File: config.mk
export PLATFORM = sky130hd
export DESIGN_NAME = apb_regfile_bridge
export DESIGN_NICKNAME = d
export VERILOG_FILES = /design/src/rtl/apb_regfile_bridge.sv
export SDC_FILE = /design/constraint.sdc
export NUM_CORES = 1
export LEC_CHECK = 0
export CAP_MARGIN = 25
export CORE_MARGIN = 4
export CORE_UTILIZATION = 37
export DETAILED_ROUTE_END_ITERATION = 8
export PLACE_DENSITY = 0.77
export SYNTH_ARGS = -nofsm -noshare
export SYNTH_HDL_FRONTEND = slang
export SYNTH_SLANG_ARGS = --single-unit
File: constraint.sdc
create_clock -name clk -period 1.7 [get_ports clk]
set_input_delay 0.425 -clock clk [delete_from_list [all_inputs] [get_ports clk]]
set_output_delay 0.425 -clock clk [all_outputs]
set_load 0.02 [all_outputs]
File: src/rtl/apb_regfile_bridge.sv
// apb_regfile_bridge: APB3 slave to DSP register-file request bridge with range check and response timeout (clk, async active-low rst; APB psel/penable/pwrite/paddr/pwdata -> prdata/pready/pslverr; rf_rd0_wr1/rf_valid/rf_addr/rf_wdata out, rf_rd_data/rf_rd_valid/rf_ready in; APB_BRIDGE_ERR_CNT_EN adds err_clr in, err_count out)
module apb_regfile_bridge #(
  parameter int DATA_WIDTH     = 32,
  parameter int ADDR_WIDTH     = 32,
  parameter int REG_FILE_DEPTH = 26,
  parameter int TIMEOUT_CYCLES = 16
) (
  input  logic                  clk,
  input  logic                  rst,
  input  logic                  psel,
  input  logic                  penable,
  input  logic                  pwrite,
  input  logic [ADDR_WIDTH-1:0] paddr,
  input  logic [DATA_WIDTH-1:0] pwdata,
  output logic [DATA_WIDTH-1:0] prdata,
  output logic                  pready,
  output logic                  pslverr,
  output logic                  rf_rd0_wr1,
  output logic                  rf_valid,
  output logic [ADDR_WIDTH-1:0] rf_addr,
  output logic [DATA_WIDTH-1:0] rf_wdata,
  input  logic [DATA_WIDTH-1:0] rf_rd_data,
  input  logic                  rf_rd_valid,
  input  logic                  rf_ready
`ifdef APB_BRIDGE_ERR_CNT_EN
  ,
  input  logic                  err_clr,
  output logic [7:0]            err_count
`endif
);
  localparam int CW = $clog2(TIMEOUT_CYCLES);
  typedef enum logic [1:0] {IDLE, ISSUE, WAIT_RD, DONE} state_t;
  state_t state, state_n;
  logic [CW-1:0] cnt, cnt_n;
  logic err, err_n, wr_n, expired, oor;
  logic [ADDR_WIDTH-1:0] addr_n;
  logic [DATA_WIDTH-1:0] wdata_n, prdata_n;
  assign expired  = cnt == CW'(TIMEOUT_CYCLES - 1);
  assign oor      = paddr >= ADDR_WIDTH'(REG_FILE_DEPTH);
  assign pready   = state == DONE;
  assign pslverr  = pready && err;
  assign rf_valid = state == ISSUE && rf_ready;
  always_comb begin
    state_n  = state;
    cnt_n    = cnt;
    err_n    = err;
    wr_n     = rf_rd0_wr1;
    addr_n   = rf_addr;
    wdata_n  = rf_wdata;
    prdata_n = prdata;
    case (state)
      IDLE: if (psel && !penable) begin
        addr_n  = paddr;
        wdata_n = pwdata;
        wr_n    = pwrite;
        cnt_n   = '0;
        err_n   = oor;
        state_n = oor ? DONE : ISSUE;
      end
      ISSUE: if (rf_ready) begin
        cnt_n   = '0;
        state_n = rf_rd0_wr1 ? DONE : WAIT_RD;
      end else begin
        cnt_n   = cnt + CW'(1);
        err_n   = expired;
        state_n = expired ? DONE : ISSUE;
      end
      WAIT_RD: if (rf_rd_valid) begin
        prdata_n = rf_rd_data;
        state_n  = DONE;
      end else begin
        cnt_n    = cnt + CW'(1);
        err_n    = expired;
        prdata_n = expired ? '0 : prdata;
        state_n  = expired ? DONE : WAIT_RD;
      end
      DONE: if (!psel || penable) begin
        err_n   = 1'b0;
        state_n = IDLE;
      end
      default: state_n = IDLE;
    endcase
  end
  always_ff @(posedge clk or negedge rst)
    if (!rst) begin
      state      <= IDLE;
      cnt        <= '0;
      err        <= 1'b0;
      rf_rd0_wr1 <= 1'b0;
      rf_addr    <= '0;
      rf_wdata   <= '0;
      prdata     <= '0;
    end else begin
      state      <= state_n;
      cnt        <= cnt_n;
      err        <= err_n;
      rf_rd0_wr1 <= wr_n;
      rf_addr    <= addr_n;
      rf_wdata   <= wdata_n;
      prdata     <= prdata_n;
    end
`ifdef APB_BRIDGE_ERR_CNT_EN
  always_ff @(posedge clk or negedge rst)
    if (!rst) err_count <= '0;
    else if (err_clr) err_count <= '0;
    else if (pslverr && psel && penable && err_count != 8'hFF) err_count <= err_count + 8'd1;
`endif
endmodule

After elaboration in Yosys (flattened, before gate mapping)
Cells that the tools add are included.
{ "classes": {"add_sub_neg": 1, "n_reduce_logical": 14, "n_eq_ne": 8, "mux": 20, "order_cmp": 1} }
{ "ops": {"columns": ["cell", "count"], "rows": [
  ["$mux 32", 2],
  ["$ge 32x5->1 const B", 1],
  ["$mux 4", 3],
  ["$pmux 4 s3", 1],
  ["$mux 2", 5],
  ["$pmux 2 s4", 1],
  ["$mux 1", 7],
  ["$ne 2x2->1 const B", 3],
  ["$reduce_and 2->1", 3],
  ["$add 4x1->4 const B", 1],
  ["$eq 2x2->1 const B", 2],
  ["$eq 4x4->1 const B", 1],
  ["$pmux 1 s4", 1],
  ["$reduce_and 4->1", 1],
  ["$logic_and 1x1->1", 3],
  ["$reduce_and 3->1", 1],
  ["$reduce_bool 3->1", 1],
  ["$eq 2x1->1 const B", 1],
  ["$logic_not 1->1", 2],
  ["$logic_not 2->1", 1],
  ["$ne 2x1->1 const B", 1],
  ["$reduce_bool 2->1", 1],
  ["$logic_or 1x1->1", 1]
]} }
{ "totals": {"regBits": 104, "in_bits": 103, "wordCells": 51} }

Logic depth before layout (Yosys ltp)
Gate-level depths: netlist (run 1).
{ "logic_depth": {"word_depth": 4, "ltp_mapped": 7, "ltp_nobuf": 6} }

Worst setup path before layout (run 1)
Ideal clock, no wire load.
{ "synth_path": {"kind": "flip-flop to flip-flop", "start": "register state[0]", "end": "register cnt[2]", "required_ps": 1579, "setup_ps": 121, "arrival_ps": 1499, "path_slack_ps": 80, "stages_incl_launch_ff": 8, "synth_period_minus_slack_ps": 1620, "n_path_buf": 1, "path_cell_list": "dfrtp_1 inv_1 ha_1 and2_1 buf_2 a211oi_1 o21ai_0 a22o_1"} }
{ "synth_between": {"elab_chain_len": 3, "elab_cells_between_ends": 8, "cone_classes": "4 x eq/ne; 1 x mux; 3 x reduce/logical"} }
{ "synth_rtl": {"columns": ["element", "line_no", "source"], "rows": [
  ["start, declared", "33", "state_t state, state_n;"],
  ["start signal, assigned", "94", "state <= state_n;"],
  ["$eq 2x2->1 (tied with other cells)", "51", "case (state)"],
  ["$ne 2x2->1 (no source line) / $reduce_bool 3->1 (equally long branches)", null, null],
  ["$reduce_and 3->1 (no source line)", null, null],
  ["end signal, assigned", "95", "cnt <= cnt_n;"],
  ["end, declared", "34", "logic [CW-1:0] cnt, cnt_n;"]
]} }
Several ways; a longest one is shown, not always the timed one.
A chain may end at the register's enable or synchronous reset.

Final worst setup path (run 1)
{ "layout_path": {"start": "register state[1]", "end": "register rf_wdata[4]"} }
{ "layout_between": {"elab_chain_len": 2} }
{ "layout_rtl": {"columns": ["element", "line_no", "source"], "rows": [
  ["$logic_not 2->1", "51", null],
  ["$reduce_and 2->1 (no source line)", null, null],
  ["end signal, assigned", "99", "rf_wdata <= wdata_n;"],
  ["end, declared", "21", "output logic [DATA_WIDTH-1:0] rf_wdata,"]
]} }
Every way passes these cells.

==> results of run 1 <==
[cell families after synthesis]
| group | after synthesis |
|---|---|
| flip-flops | 104 |
| AND/OR/NAND/NOR | 27 |
| AO/OA/AOI/OAI | 51 |
| multiplexers | 66 |
| adder cells (fa/ha/maj) | 5 |
| buffers and inverters | 18 |
[synth_stat cells, drive strengths merged]
cell       n
a2111oi    1
a31oi      1
nand3b     2
a32oi      1
nor2       4
nor3       1
a211oi     1
nand3      1
buf       13
and2       4
a21oi      2
and3       1
nor2b      2
o211ai     2
nand2      1
mux2      66
clkbuf     1
a22o      34
nand2b     2
nor4       6
ha         5
o21a       1
a211o      1
and3b      1
o21ai      7
nand4      2
inv        4
dfrtp    104
[repair_timing]
action,4_1_cts,5_1_grt
gates resized for setup,127,12
endpoints found under the hold margin,21,0
hold buffers,1,0
pin swaps,1,1
endpoints found under the setup margin,135,75
gates cloned,1,0
buffers inserted,3,1
[final cells by class]
| type | instances | area [um2] |
|---|---|---|
| Tap cell | 143 | 179 |
| Multi-Input combinational cell | 149 | 1630 |
| Timing Repair Buffer | 250 | 2420 |
| Fill cell | 880 | 4220 |
| Clock buffer | 11 | 243 |
| Inverter | 4 | 15.0 |
| Clock inverter | 5 | 56.3 |
| Sequential cell | 104 | 2600 |
[registers in the layout, indices dropped and copies added (netlist names)]
name and flops:
rf_rd0_wr1 1, state 2, rf_addr 32, cnt 4, err 1, rf_wdata 32, prdata 32
[final timing paths]
kind	from	endpoint	cells past startpoint
worst max-delay path	state[1]	rf_wdata[4]	8
worst min-delay path	rf_wdata[13]	rf_wdata[13]	1
worst max register to register	state[1]	rf_wdata[4]	8
worst min register to register	rf_wdata[13]	rf_wdata[13]	1
max in group asynchronous	rst	rf_wdata[19]	3
min in group asynchronous	rst	prdata[14]	2
[power groups by stage]
stage | Combinational [W] | Clock, W | Sequential, W
2_1_floorplan | 0.00220 | 0 | 0.00572
3_3_place_gp | 0.00690 | 0 | 0.00434
3_5_place_dp | 0.00703 | 0 | 0.00438
4_1_cts | 0.00637 | 0.00213 | 0.00433
5_1_grt | 0.00675 | 0.00222 | 0.00450
6_report | 0.00638 | 0.00207 | 0.00435
[critical path: stages (launching register included)]
cell                       delay (ns)
sky130_fd_sc_hd__dfrtp_1         0.42
sky130_fd_sc_hd__inv_2           0.10
sky130_fd_sc_hd__buf_6           0.10
sky130_fd_sc_hd__ha_4            0.12
sky130_fd_sc_hd__nand3b_1        0.12
sky130_fd_sc_hd__buf_12          0.18
sky130_fd_sc_hd__buf_12          0.13
sky130_fd_sc_hd__buf_12          0.13
sky130_fd_sc_hd__mux2_4          0.30
[layer usage]
layer	vias to the layer above	GRT usage	share of wire
met5	-	0	0
met4	0	0.0696	0.024
met3	21	0.0465	0.071
met2	131	0.289	0.50
met1	1596	0.211	0.40
li1	1493	-	-
[stage by stage]
stage          power [W]  instance area (um2)  hold WS, ns  std cells  utilization
2_1_floorplan    0.00792                 4290        0.129        271            -
3_3_place_gp      0.0112                 6780        0.344        644        0.596
3_5_place_dp      0.0114                 6780        0.347        644        0.596
4_1_cts           0.0128                 7090        0.504        665        0.623
5_1_grt           0.0135                 7150        0.513        666        0.629
6_report          0.0128                 7150        0.502        666        0.629
==> results summary, run 1 <==
The flow ran to the end, but the final reports show violations. The final reports fail on negative setup slack. The total negative slack is -0.0485 ns.

The post-synthesis to final-layout area growth is 66.7%. The share of synthesized area in the top cell type comes to 0.607. The clock tree from TritonCTS is yes. The total number of clock tree sinks is 104. The combinational share of power came out at 0.499. The boundary pin count is slightly above 200. The average vias per placed instance came out at 4.87. Across every metal layer, demand over resource in global routing totals 0.172. The detailed-placement wirelength estimate came out at 8.73 mm. The quantity of I/O buffers inserted on ports is 202.

The portion of the clock cycle consumed by the worst path in the final layout came out at 1.01. The path class of the tightest hold or removal check is register to register. By area, the combinational part of the netlist is dominated by multiplexers. The peak fanout along the critical path came out at 7. The clock latency reported for the late side of the worst-skew pair came out at 0.34 ns. The post-placement setup slack is -0.413 ns. The part of the Yosys area used for sequential elements is 0.607.

Data on the critical path arrives at its endpoint at between 1.5 and 2 ns. The remaining global-route overflow is 0. The sequential fraction of design power came out at 0.340. The Yosys warning count came out at 0. The CTS buffer count is 9.

In the layout the commonest cells are sky130_fd_sc_hd__dfrtp_1, sky130_fd_sc_hd__clkdlybuf4s50_1, sky130_fd_sc_hd__dlygate4sd2_1. In this run, the number of DRC markers left after iteration 0 of detailed routing was 99. The worst slew margin relative to its limit is 0.743. The number of global-route vias before repair was 3497. The cell count after synthesis is around 270.

The leakage dissipation came out at 3.51 nW. The die is 116 um tall. The total die area came out at approximately 13000 um2. The number of antenna violations at the first check in global routing is 0. The worst clock skew is just under 0.008 ns. The fraction of power consumed by the clock network is 0.161. In the final layout, the share of cells above drive strength 1 is 0.275. The starting utilization of the core area is 0.377. Setup repair after global routing could not meet its margin everywhere. From left edge to right edge, the die measures ~120 um. In the post-synthesis netlist, the biggest area contributors are sky130_fd_sc_hd__dfrtp_1, sky130_fd_sc_hd__mux2_4, sky130_fd_sc_hd__a22o_1. The worst setup path is launched from a register. The area fraction in compound gates after synthesis came out at 0.0968. The setup slack of the critical path after layout came out at -0.0102 ns.

The cell-internal power came out at 0.00813 W. The clock passes through at most 2 buffers. The final-report setup violation count is 11.

The power per unit of standard cell area is 1790 nW/um2. The count of final hold-check violations came out at 0. The total wirelength of the detailed-routed design is about 12 mm. Dividing the detail-routed wire length by the instance count gives between 15 and 20 um. The floorplan row count is 39. Across all layers, the routed design uses roughly 3200 vias. The area share of and/or/nand/nor cells after synthesis came out at 0.0376. The detail route stage leaves a number of antenna-violating nets equal to 0. The classification of the worst setup path is register to register. The arithmetic-cell share of the synthesized area counting full adders, half adders and majority gates came out at 0.0146. Derived from the worst setup path, the maximum achievable clock frequency is slightly below 600 MHz. The number of antenna cells inserted is 0. STA puts the critical path data required time at 1.92 ns. Routability-driven placement finished with a final weighted congestion of 0.788. The mux contribution to synthesized area is 0.217. The floorplan step defined a core boundary enclosing 11400 um2.

The leading cell type in the layout, fill and taps excluded is sky130_fd_sc_hd__dfrtp_1. The switching power share of the total is 0.364. The pin count of the biggest net entering global routing came out at 53. For the pin with the worst max-slew slack, the measured transition is 0.381 ns. The worst setup path is captured at a register. The first-pass GRT wire length came out at 17.9 mm. The unique cell type count in the Yosys netlist is 34. The post-route DRC violation count is 0.

The flop and latch count out of synthesis is 104. The post-synth design cell area is about 4300 um2. The clock transition at the registers of the reported paths came out at 0.07 ns. The routed design could run at a clock period as short as approximately 1.7 ns.

The max-cap violation count is 0. For this design the total switching power over the nets is 0.00466 W. The mean cell area of the mapped netlist is 15.8 um2.

The count of TritonRoute iterations in the first routing pass came out at 4. Clock tree synthesis selected as its root buffer the cell sky130_fd_sc_hd__clkbuf_16. The library cell occupying the most area in the post-synthesis netlist is sky130_fd_sc_hd__dfrtp_1. The final layout contains 626 nets.

The number of max-slew violations in the final report came out at 0. The setup slack of the most critical reg-to-reg path is -0.01 ns. The number of levels the H-tree was split into came out at 3.

The synthesized-area fraction occupied by xor and xnor cells is 0. When the netlist entered floorplanning its net count stood at 379. The worst IR drop on VDD is 0.900 mV.
(Power assumes the default switching activity.)
==> inputs of run 2 (changes only) <==
Settings changed: ABC_AREA from default to 1, CORE_UTILIZATION 37 to 38, PLACE_DENSITY 0.77 to 0.78.
==> run 2 against run 1 <==
Against the previous run: the flow now finishes without violations; sequential cell count is the same; sequential share of layout area grew 0.22 points; maximum frequency grew 1.3%; total power shrank 3.1%; clock-buffer cell count shrank 2; clock skew is essentially flat; clock power is essentially flat; worst hold slack lost 0.022 ns; utilization shrank 0.91 points; critical path type is now register to output port; critical endpoint is now pslverr; largest cell class unchanged.
==> results summary, run 2 <==
In the finished design, the share of the clock period the worst path needs comes to 0.993. The number of global-route vias before repair is 3878. The max-cap violation count is 0. The critical path is of the register to output port type.

The worst hold path stage count is 2. The starting utilization of the core area came out at 0.388. The number of max-slew violations in the final report came to 0.

No sink is reached through more buffers than the 2 on the longest clock path. The count of final hold-check violations was 0. The boundary pin count is 203. The die boundary width is around 120 um. The flow ran to the end, and the final reports show no timing, DRC or antenna violations. Leaving out fill and tap cells, the most frequent cell in the layout is sky130_fd_sc_hd__dfrtp_1. The number of enable-type register cells in the synthesized netlist is 0. In this run, synthesis produced a sequential element count of 104. The endpoint class of the critical path is an output port. The post-placement setup slack is -0.339 ns. After floorplanning, the core was divided into 39 placement rows. The H-tree was split into 3 levels. The shortest period the worst path allows came out at 1.69 ns. The post-route DRC violation count came out at 0. The repair_antennas step left the layout with diodes totalling 0. The count of TritonRoute iterations in the first routing pass came out at 7. The total die area came out at 13500 um2. The peak fanout along the critical path came out at 3. The per-cell routed wire length came out at 15.8 um. Synthesis produced a netlist whose cell count is 429. The mean cell area of the mapped netlist came out at 10.4 um2.

The first-pass GRT wire length is approximately 19 mm. Buffers placed on the I/O ports in this run total around 200. The fraction of layout cells with a size suffix above 1 came out at 0.153. The Yosys warning count came out at 0. The clock arrives with 0.00776 ns of skew. Ranked by total cell area, the synthesized netlist is headed by sky130_fd_sc_hd__dfrtp_1, sky130_fd_sc_hd__mux2_4, sky130_fd_sc_hd__nand2_1. Clock tree synthesis found a total of 104 sinks. At the pin with the least slew margin, the transition time is between 0.3 and 0.4 ns. The total overflow left after global routing is 0. The final route contains 3712 vias. The detailed-placement wirelength estimate came out at approximately 9.6 mm. The cell area after layout is 7110 um2. The worst IR drop on VDD is 1.20 mV. The worst pin sits at a relative slew slack of 0.777. The vertical extent of the die came out at between 100 and 150 um.

The synthesized design spends more area on one cell type than any other, namely sky130_fd_sc_hd__dfrtp_1. The most used flip-flop cell after synthesis is sky130_fd_sc_hd__dfrtp_1. The final-report setup violation count is 0.

Clock tree synthesis selected as its root buffer the cell sky130_fd_sc_hd__clkbuf_16. The DRC violation total after the first TritonRoute iteration is 208. The required arrival time at the worst endpoint is 1.27 ns.

In this run the static leakage power is ~3.7 nW. The congestion estimate from routability-driven global placement came to 0.813. The total negative slack came out at 0 ns. The number of cell instances on the worst register-to-register path came out at 5. The unique cell type count in the Yosys netlist is 20. The area share of the leading cell type in the synthesized netlist is 0.584. The part of the Yosys area used for sequential elements is 0.584. Setup repair after global routing could not meet its margin everywhere.

The CTS buffer count came out at 9. The path class of the tightest hold or removal check is register to register. The number of antenna violations at the first check in global routing is 0.

The clock transition at the registers of the reported paths is 0.07 ns. The later pin in the worst-skew pair is clocked with a latency of 0.35 ns. In the synthesized netlist, the cells that appear most often are sky130_fd_sc_hd__dfrtp_1, sky130_fd_sc_hd__nand2_1, sky130_fd_sc_hd__inv_1, sky130_fd_sc_hd__o21ai_0, sky130_fd_sc_hd__mux2_4. The number of nets produced by synthesis came out at 537. For this design the ratio of total power to cell area is 1740 nW/um2. Using the TritonRoute via totals, the vias-per-cell ratio works out to around 4.6. In the final design database the tool counted roughly 770 nets. The core region is 11500 um2. Counting flops with an async set or reset pin after synthesis yields a share of 1.00. The post-synthesis to final-layout area growth came out at 59.6%. STA classifies the critical path startpoint as a register. Data arrives at the worst endpoint at between 1 and 1.5 ns.

The final layout contains routed wiring with a total length of 12.7 mm. TritonCTS built the clock tree. Static timing analysis puts the maximum clock frequency at 593 MHz. The post-synth design cell area is about 4500 um2. The largest registers in the layout are prdata x32, rf_addr x32, rf_wdata x32. The antenna violation net count after detailed routing came out at 0. Summing all placed instances gives a cell area of 6810 um2. The library cells used most frequently in the layout, excluding fill and tap cells, are sky130_fd_sc_hd__dfrtp_1, sky130_fd_sc_hd__clkdlybuf4s50_1, sky130_fd_sc_hd__nand2_1. The cell with the most instances after synthesis is sky130_fd_sc_hd__dfrtp_1. After layout, the worst setup slack is approximately 0.012 ns. Entering global routing, the biggest net connects 64 pins. The global routing usage summed across all routing layers came out at 0.182.
==> run 2: cell count changes in the layout (fill, tap and decap cells not counted), sizes merged, moves of 4 or more <==
cell and delta:
buf -20, nor4 -6, nand2 +99, nand3 +8
mux2 -27, nor2 +8, and2 -4, inv +74
o21ai +55, a22o -34
==> run 2: cell families (layout without fill, tap and decap cells) <==
logic type,Yosys count,in the layout,synth area share
adders and majority gates,5,5,0.0140
xor gates and xnor gates,1,1,0.00197
muxes,39,39,0.131
and+or+nand+nor,124,125,0.111
AOI/OAI and AO/OA,66,66,0.0756
DFF,104,104,0.584
buffers and inverters,90,322,0.0826
==> run 2: metal layers <==
metal	routed length, um	vias up	GRT usage	share of wire
li1	-	1795	-	-
met1	5090	1766	0.208	0.40
met2	6440	129	0.319	0.51
met3	873	22	0.0560	0.068
met4	337	0	0.0712	0.026
met5	0	-	0	0
==> run 2: layout make-up <==
class / instances / area (um2)
fillers: 953 / 4360
flip-flops and latches: 104 / 2600
repair buffers: 231 / 2200
multi-input cells: 236 / 1540
inverters: 75 / 282
clock buffers: 9 / 225
well taps: 143 / 179
clock inverters: 7 / 77.6
==> run 2: where the power goes <==
| part | total (W) | switching [W] | leakage (nW) | internal, W |
|---|---|---|---|---|
| logic | 0.00601 | 0.00327 | 2.25 | 0.00274 |
| registers | 0.00429 | 0.000646 | 1.28 | 0.00364 |
| clock network | 0.00210 | 0.000945 | 0.147 | 0.00116 |
| total | 0.0124 | 0.00486 | 3.68 | 0.00754 |
==> run 2: through the flow <==
step	power, W	util	hold WS, ns	std cells
floorplan	0.00759	-	0.129	429
finish	0.0124	0.620	0.480	805
global route	0.0132	0.620	0.521	805
detailed placement	0.0110	0.594	0.342	783
global placement	0.0108	0.594	0.337	783
CTS	0.0124	0.612	0.486	800
==> run 2: repair_timing <==
action	in CTS	in global routing
endpoints found under the hold margin	19	0
gates cloned	0	2
hold buffers	1	0
pin swaps	2	0
gates resized for setup	113	15
endpoints found under the setup margin	100	52
setup buffers	0	3
==> run 2: final timing paths <==
check	startpoint	end	slack, ns
setup / recovery	state[1]	pslverr	0.01
hold / removal	rf_addr[20]	rf_addr[20]	0.48
setup reg to reg	state[0]	rf_wdata[20]	0.12
hold reg to reg	rf_addr[20]	rf_addr[20]	0.48
max in group asynchronous	rst	rf_addr[20]	0.54
min in group asynchronous	rst	prdata[10]	0.54
==> run 2: worst max-delay path, stage by stage (launching register included) <==
cell and delay [ns]:
sky130_fd_sc_hd__dfrtp_1 0.42, sky130_fd_sc_hd__buf_6 0.14, sky130_fd_sc_hd__ha_4 0.16, sky130_fd_sc_hd__nand2_2 0.05
sky130_fd_sc_hd__inv_2 0.03, sky130_fd_sc_hd__buf_6 0.12
==> inputs of run 3 (changes only) <==
Settings changed: ABC_AREA 1 to default, CORE_UTILIZATION 38 to 37, CTS_BUF_LIST from default to sky130_fd_sc_hd__clkbuf_4 sky130_fd_sc_hd__clkbuf_8 sky130_fd_sc_hd__clkbuf_16, PLACE_DENSITY 0.78 to 0.87.
==> run 3 against run 2 <==
Against the previous run: register-to-register slack lost 0.05 ns; combinational power grew 5.7%; utilization grew 0.059 points; setup slack is essentially flat; highest routed layer unchanged; sequential power grew 1%; clock-buffer cell count is the same; worst hold slack lost 0.34 ns; cell count shrank 18%; largest power group unchanged; die area shrank 1.0%.
==> results summary, run 3 (synthesis results as in run 1) <==
The floorplan row count came out at 39. In the routed design, unresolved DRC markers number 0. The worst hold path belongs to the class input port to asynchronous set/reset pin. Once layout is complete, the cells apart from fillers number 662. The via count of the routed design is 3196.

TritonCTS built the clock tree. The number of max-slew violations in the final report came out at 0. The flow ran to the end, and the final reports show no timing, DRC or antenna violations. Buffers placed on the I/O ports in this run total 202. The power per unit of standard cell area came out at 1800 nW/um2. The sequential fraction of design power came out at 0.342. Leaving out fill and tap cells, the most frequent cells in the layout are sky130_fd_sc_hd__dfrtp_1, sky130_fd_sc_hd__clkdlybuf4s50_1, sky130_fd_sc_hd__dlygate4sd2_1. The peak fanout along the critical path came out at 4. The signal on the critical path passes through inv_2 > ha_2 > and2_4 > buf_6. In this run the static leakage power is 3.49 nW. The setup slack of the most critical reg-to-reg path came out at 0.07 ns. Setup violations remaining at the end of the flow were counted as 0.

Once placement finished, the instance area stood at 6740 um2. The average vias per placed instance came out at 4.83. STA classifies the critical path endpoint as an output port.

The DRC violation total after the first TritonRoute iteration is between 150 and 200. The weighted congestion reported at the end of routability-driven placement is 0.805. The post-synthesis to final-layout area growth came out at 64.4%.

The core area came out at 11400 um2. The portion of the clock cycle consumed by the worst path in the final layout is 0.993. The total wirelength of the detailed-routed design came out at 11.6 mm. The global routing usage summed across all routing layers came out at 0.170. The critical register-to-register path endpoint is rf_wdata[7]. The worst clock skew is 0.00873 ns. The total power is 0.0127 W.

The total die area came out at 13400 um2. The fmax is 592 MHz. The detailed-placement wirelength estimate came out at 8.67 mm. The clock transition at the registers of the reported paths is 0.07 ns. The maximum clock path buffer count came out at 2.

The CTS buffer count is 9. Clock tree synthesis found a total of 104 sinks. The max-cap violation count is 0.

The switching power share of the total is 0.364. The root cell of the clock tree is sky130_fd_sc_hd__clkbuf_16. The number of antenna violations at the first check in global routing is 0. Setup repair after global routing could not meet its margin everywhere. The setup path with the least slack is of type register to output port.

The number of antenna diodes in the final layout is 0. The number of buffers and inverters on the critical path came out at 2. The worst setup path is launched from a register.

The count of final hold-check violations came out at 0. The required arrival time at the worst endpoint is between 1 and 1.5 ns. Grouping stages by cell kind, the critical path spends the most delay in flip-flops. In this run the critical register-to-register path is launched from state[1].

The antenna violation net count after detailed routing is 0. The worst-case hold slack is 0.142 ns. The count of TritonRoute iterations in the first routing pass is 4.

The die is around 120 um wide. The number of levels the H-tree was split into came out at 3. The number of placed instances, taps included, is between 600 and 700. Tracing the worst setup path back leads to its startpoint at state[1]. The combinational share of power is 0.501. The fraction of power consumed by the clock network is 0.157. The internal portion of the total power is 0.00807 W. The delay contributed by the slowest stage of the critical path came out at 0.44 ns. The remaining global-route overflow came out at 0. The cell area after layout is between 7000 and 8000 um2. The net total in the final layout is about 620. The boundary pin count is about 200.

The first-pass GRT wire length came out at roughly 18 mm. The slowest cell on the critical path is sky130_fd_sc_hd__dfrtp_2. The net load switching power came out at 0.00462 W. The worst slew margin relative to its limit is 0.638. The number of global-route vias before repair is 3514.

The worst IR drop on VDD is 0.994 mV. The number of cell instances on the worst register-to-register path came out at 7. The largest registers in the layout are prdata x32, rf_addr x32, rf_wdata x32.

The shortest period the worst path allows came out at 1.69 ns. STA puts the critical path data arrival time at 1.26 ns. The vertical extent of the die came out at 116 um. The leading cell type in the layout, fill and taps excluded is sky130_fd_sc_hd__dfrtp_1. The pin count of the biggest net entering global routing is 105. The fraction of layout cells with a size suffix above 1 came out at 0.272. The clock latency reported for the late side of the worst-skew pair is around 0.34 ns. At the pin with the least slew margin, the transition time is 0.543 ns. The cell count along the critical path came out at 4. The starting utilization of the core area is 0.377.

The per-cell routed wire length came out at 17.5 um.
==> run 3: cell type report <==
cell class              count  area [um2]
inverters                   4        15.0
multi-input cells         149        1640
well taps                 143         179
clock buffers               9         225
repair buffers            246        2330
clock inverters             7        62.6
flip-flops and latches    104        2600
fillers                   888        4320
==> run 3: per-layer routing <==
metal  vias up  global-route usage  routed length [um]
met4         0              0.0727                 301
met5         -                   0                   0
met2       124               0.293                5890
met1      1566               0.213                4730
met3        21              0.0251                 676
li1       1485                   -                   -
==> run 3: worst max path at each step <==
stage                          end  slack (ns)
after detailed placement  rf_valid       -0.40
after global routing      rf_valid       -0.05
after global placement    rf_valid       -0.37
after floorplan             cnt[2]        0.08
final                     rf_valid        0.01
after CTS                 rf_valid       -0.05
==> run 3: per-stage QoR <==
| stage | util | TNS (ns) | worst slack (ns) |
|---|---|---|---|
| after global placement | 0.593 | -9.24 | -0.371 |
| final | 0.620 | 0 | 0.0122 |
| after detailed placement | 0.593 | -10.90 | -0.398 |
| after global routing | 0.620 | -0.107 | -0.0482 |
| after floorplan | - | 0 | 0.0801 |
| after CTS | 0.612 | -0.0730 | -0.0498 |
==> run 3: worst reg2reg max path, delay by kind of cell, from the launching register on <==
family	cells	cell delay [ns]
DFF	1	0.40
and+or+nand+nor	1	0.13
adders and majority gates	1	0.15
muxes	1	0.33
buffers and inverters	4	0.51
==> run 3: what timing repair did <==
action / CTS / global route
endpoints found under the setup margin: 153 / 73
hold buffers: 0 / 0
pin swaps: 1 / 2
setup buffers: 1 / 0
resized for setup: 119 / 19
cloned: 1 / 1
==> run 3: power by group through the flow <==
stage	logic (W)	clock network (W)	registers (W)
after CTS	0.00624	0.00207	0.00434
after floorplan	0.00220	0	0.00572
after detailed placement	0.00698	0	0.00440
after global routing	0.00673	0.00218	0.00449
final	0.00635	0.00199	0.00434
after global placement	0.00685	0	0.00434
